==> config.mk <==
export PLATFORM = sky130hd
export DESIGN_NAME = count_wrap_monitor
export DESIGN_NICKNAME = d
export VERILOG_FILES = /design/src/rtl/count_wrap_monitor.sv
export SDC_FILE = /design/constraint.sdc
export NUM_CORES = 1
export LEC_CHECK = 0
export ABC_AREA = 0
export CORE_ASPECT_RATIO = 1.25
export CORE_UTILIZATION = 39
export CTS_BUF_LIST = sky130_fd_sc_hd__clkbuf_4 sky130_fd_sc_hd__clkbuf_8 sky130_fd_sc_hd__clkbuf_16
export DETAILED_ROUTE_END_ITERATION = 6
export PLACE_DENSITY = 0.64
export SLEW_MARGIN = 20
export SYNTH_ARGS = -nofsm -noshare
export SYNTH_HDL_FRONTEND = slang
export SYNTH_SLANG_ARGS = --single-unit
==> constraint.sdc <==
create_clock -name clk -period 2.48 [get_ports clk]
set_input_delay 0.248 -clock clk [delete_from_list [all_inputs] [get_ports clk]]
set_output_delay 0.248 -clock clk [all_outputs]
set_load 0.01 [all_outputs]
==> src/rtl/count_wrap_monitor.sv <==
// count_wrap_monitor
//   Watches the q output and load strobe of an upstream loadable counter.
//   Every enabled clock it compares the step prev_q -> q_in against the
//   expected +1/-1 step, flags illegal steps, detects wrap-around, keeps a
//   saturating wrap count and raises a held interrupt once that count
//   reaches a programmable threshold (arm / fire / ack handshake).
//
// Ports
//   clk, rst_n   clock, asynchronous active-low reset
//   q_in         counter output being monitored
//   load_in      load strobe also driven into the counter
//   enable       sampling enable; low drops the step history
//   arm          clear wrap_count and arm the interrupt
//   ack          acknowledge a fired interrupt
//   clear_err    clear the sticky sequence-error flag
//   threshold    wrap count at which irq fires
//   wrap_pulse   one-cycle pulse per detected wrap
//   wrap_count   wraps since last arm, saturating
//   irq          interrupt level, held until ack
//   seq_err      sticky illegal-step flag
//   state_o      FSM state: 00 IDLE, 01 ARMED, 10 FIRED
module count_wrap_monitor #(
  parameter int CNT_W  = 3,
  parameter int WCNT_W = 8,
  parameter int DIR    = 0
) (
  input  logic              clk,
  input  logic              rst_n,
  input  logic [CNT_W-1:0]  q_in,
  input  logic              load_in,
  input  logic              enable,
  input  logic              arm,
  input  logic              ack,
  input  logic              clear_err,
  input  logic [WCNT_W-1:0] threshold,
  output logic              wrap_pulse,
  output logic [WCNT_W-1:0] wrap_count,
  output logic              irq,
  output logic              seq_err,
  output logic [1:0]        state_o
);

  typedef enum logic [1:0] {
    IDLE  = 2'b00,
    ARMED = 2'b01,
    FIRED = 2'b10
  } state_t;

  localparam logic [CNT_W-1:0]  Q_MAX = '1;
  localparam logic [WCNT_W-1:0] W_MAX = '1;

  state_t           state;
  logic [CNT_W-1:0] prev_q;
  logic             prev_valid;
  logic             load_d;

  logic [CNT_W-1:0] exp_q;
  logic             step_chk, step_ok, step_bad, is_wrap, cnt_inc;

  // The counter takes its load value one edge after the strobe, so the
  // step seen now is a load step when the strobe was high last sample.
  always_comb begin
    exp_q    = (DIR == 0) ? prev_q + CNT_W'(1) : prev_q - CNT_W'(1);
    step_chk = enable & prev_valid & ~load_d;
    step_ok  = (q_in == exp_q);
    step_bad = step_chk & ~step_ok;
    if (DIR == 0)
      is_wrap = step_chk & step_ok & (prev_q == Q_MAX) & (q_in == '0);
    else
      is_wrap = step_chk & step_ok & (prev_q == '0) & (q_in == Q_MAX);
    cnt_inc  = is_wrap & (wrap_count != W_MAX);
  end

  always_ff @(posedge clk or negedge rst_n) begin
    if (!rst_n) begin
      state      <= IDLE;
      prev_q     <= '0;
      prev_valid <= 1'b0;
      load_d     <= 1'b0;
      wrap_pulse <= 1'b0;
      wrap_count <= '0;
      irq        <= 1'b0;
      seq_err    <= 1'b0;
    end else begin
      // A fresh error beats a same-cycle clear.
      if (step_bad)       seq_err <= 1'b1;
      else if (clear_err) seq_err <= 1'b0;

      if (!enable) begin
        // Drop history so the first sample after re-enable only seeds.
        prev_valid <= 1'b0;
        load_d     <= 1'b0;
        wrap_pulse <= 1'b0;
      end else begin
        prev_q     <= q_in;
        prev_valid <= 1'b1;
        load_d     <= load_in;
        wrap_pulse <= is_wrap;

        case (state)
          IDLE: begin
            if (arm) begin
              state      <= ARMED;
              wrap_count <= '0;
            end
          end
          ARMED: begin
            // arm re-clears and outranks both a wrap and the fire check.
            if (arm) begin
              wrap_count <= '0;
            end else begin
              if (wrap_count >= threshold) begin
                state <= FIRED;
                irq   <= 1'b1;
              end
              if (cnt_inc) wrap_count <= wrap_count + WCNT_W'(1);
            end
          end
          FIRED: begin
            // arm is ignored here; ack (alone or with arm) returns to IDLE.
            if (ack) begin
              state <= IDLE;
              irq   <= 1'b0;
            end
            if (cnt_inc) wrap_count <= wrap_count + WCNT_W'(1);
          end
          default: begin
            state <= IDLE;
            irq   <= 1'b0;
          end
        endcase
      end
    end
  end

  assign state_o = state;

endmodule

==> impl_metrics.env <==
export IMPL_skew_ns=0.00847
export IMPL_antennaDiodeCount=0
export IMPL_multi_input_area_sq_um=742
export IMPL_slew_viol_final=0
export IMPL_rsz0062_at_grt="false"
export IMPL_yosysSeqAreaShare_pct=36.2
export IMPL_grt_overflow=0
export IMPL_cp_max_fo=7
export IMPL_start_util_pct=41.5
export IMPL_cts_root_buf="clkbuf_4"
export IMPL_vdd_drop_max_mv=0.285
export IMPL_synth_seq_cells=18
export IMPL_clock_sinks=18
export IMPL_syn_inst=127
export IMPL_portBuffers=30
export IMPL_cp_arrival_ns=2.44
export IMPL_drt_total_wl_mm=2.76
export IMPL_seq_area_sq_um=450
export IMPL_grt_pass1_vias=1072
export IMPL_finalNetCount=196
export IMPL_fp_row_count=22
export IMPL_netlist_area_sq_um=1240
export IMPL_clk_latency_ns=0.29
export IMPL_drt_pass1_iter_count=4
export IMPL_clock_fmax_mhz=451
export IMPL_viasPerCell=5.66
export IMPL_cts_buffers=3
export IMPL_hold_viol_final=0
export IMPL_cts_tree="yes"
export IMPL_ys_warn_count=0
export IMPL_clk_pin_slew_ns=0.10
export IMPL_power_mw=0.724
export IMPL_required_ns=2.70
export IMPL_ys_types=43
export IMPL_cp_start_kind="register"
export IMPL_antenna_found_initial=0
export IMPL_grt_pass1_wl_mm=4.45
export IMPL_drive_above_1_share_pct=12.4
export IMPL_max_cap_violations=0
export IMPL_detail_route_antenna_nets=0
export IMPL_nFillCells=282
export IMPL_finalSetupViolCount=0
export IMPL_timing_hold_ws_ns=0.419
export IMPL_cts_htree_levels=1
export IMPL_p_per_area_nw_per_um2=447
export IMPL_io_pins=31
export IMPL_avgSynthCellArea_sq_um=9.80
export IMPL_placed_area_sq_um=1600
export IMPL_die_h_um=65.2
export IMPL_max_slew_margin_rel_pct=45.9
export IMPL_power_leakage_nw=0.722
export IMPL_grt_util_all_layers_pct=17.5
export IMPL_vias=1115
export IMPL_cts_resized=0
export IMPL_postCtsSetupBuffers=0
export IMPL_drc=0
export IMPL_crit_type="register to register"
export IMPL_final_cell_area_sq_um=1620
export IMPL_worstMarginPinSlew_ns=0.809
export IMPL_cp_end_kind="register"
export IMPL_die_area_sq_um=3420
export IMPL_cts_hold_repair_buffers=0
export IMPL_dp_cells=194
export IMPL_grt_start_max_net_pins=19
export IMPL_post_route_period_util_pct=89.4
export IMPL_die_w_um=52.5
export IMPL_hp_class="input port to asynchronous set/reset pin"
export IMPL_final_util_pct=54.0
export IMPL_setup_ws_ns=0.262
export IMPL_routabilityCongestion=0.806
export IMPL_fin_cells=197
export IMPL_period_needed_ns=2.22
export IMPL_syn_to_final_growth_pct=30.2
export IMPL_drtIter0Drc=19
export IMPL_wl_per_cell_um=14.0
export IMPL_synth_nets=160
export IMPL_fin_setup_tns_ns=0
export IMPL_cts_path_max_buffers=2
export IMPL_core_sq_um=3000
export IMPL_place_ws_ns=0.290
export IMPL_status="completed"
export IMPL_place_hpwl_mm=2.14
[layer usage]
metal	up-vias	GRT usage (%)	wire length (um)
met3	12	3.01	130
met4	0	7.57	48
li1	532	-	-
met2	46	30.4	1380
met5	-	0	0
met1	525	20.4	1200
[worst max-delay path, stage by stage (launching register included)]
cell and delay (ns):
dfrtp_1 0.42, ha_1 0.21, ha_1 0.28, xor2_1 0.19, nor3_4 0.29, nand4_2 0.16, or4_1 0.50, nand3_1 0.11
[worst paths after layout]
| kind | depth (start not counted) | slack, ns | end | start |
|---|---|---|---|---|
| max in group asynchronous | 1 | 1.55 | wrap_count[7]$_DFFE_PN0P_ | rst_n |
| min reg2reg | 1 | 0.53 | irq$_DFFE_PN0P_ | irq$_DFFE_PN0P_ |
| min in group clk | 2 | 0.53 | seq_err$_DFFE_PN0P_ | clear_err |
| max | 7 | 0.26 | wrap_count[7]$_DFFE_PN0P_ | prev_q[0]$_DFFE_PN0P_ |
| max reg2reg | 7 | 0.26 | wrap_count[7]$_DFFE_PN0P_ | prev_q[0]$_DFFE_PN0P_ |
| min | 1 | 0.42 | wrap_pulse$_DFF_PN0_ | rst_n |
[sequential cells by signal (all words and copies together), names as in the netlist]
signal and cells:
prev_valid 1, wrap_count 8, irq 1, seq_err 1, wrap_pulse 1, prev_q 3
load_d 1, state_o 2
[report_power, final]
part | switching, mW | internal [mW] | total (mW)
Sequential | 0.0173 | 0.311 | 0.329
Clock | 0.0838 | 0.0564 | 0.140
Combinational | 0.132 | 0.123 | 0.255
[placed cells by master, fill, tap and decap left out, types with 2 or more instances in the layout]
cell,instances
ha_1,15
clkbuf_4,3
o21ai_1,2
nand3_1,8
nand2b_1,2
nor3_1,3
mux2_2,4
o211ai_1,4
a32oi_1,2
o21a_1,2
clkdlybuf4s50_1,30
a41oi_1,2
nand2_1,8
a21oi_1,5
o21ai_0,4
nor2_1,7
inv_1,12
xor2_1,2
a21o_1,2
buf_4,2
dfrtp_1,18
[kinds of logic after synthesis]
family,share of synthesized area (%)
DFF,36.2
xor gates and xnor gates,2.11
and+or+nand+nor,22.2
muxes,4.42
buffers and inverters,4.22
adders and majority gates,15.1
AOI/OAI and AO/OA,15.8
[Yosys cell counts (all sizes together)]
master	n	area, sq um
a211oi	1	7.51
a21o	2	15.0
a21oi	5	25.0
a31oi	1	6.26
a32o	1	10.0
a32oi	2	17.5
a41oi	2	17.5
and2	2	13.8
and3	2	18.8
and4	1	10.0
buf	1	7.51
dfrtp	18	450
ha	15	188
inv	12	45.0
mux2	4	45.0
mux2i	1	10.0
nand2	9	36.3
nand2b	3	21.3
nand3	8	40.0
nand3b	2	18.8
nand4	2	18.8
nor2	7	26.3
nor2b	1	6.26
nor3	4	31.3
nor4	1	21.3
o211ai	4	30.0
o21a	2	15.0
o21ai	6	30.0
o22a	1	8.76
o22ai	1	6.26
o31ai	1	7.51
or2	1	6.26
or4	1	7.51
xnor2	1	8.76
xor2	2	17.5
[cell type report]
cell class | instances | share of cell area, %
inverter | 12 | 2.78
sequential | 18 | 27.8
clock buffer | 3 | 1.39
timing repair buffer | 32 | 19.5
multi-input combinational | 96 | 45.8
tap | 36 | 2.78
No activity file was read; power rests on OpenSTA's default activity.
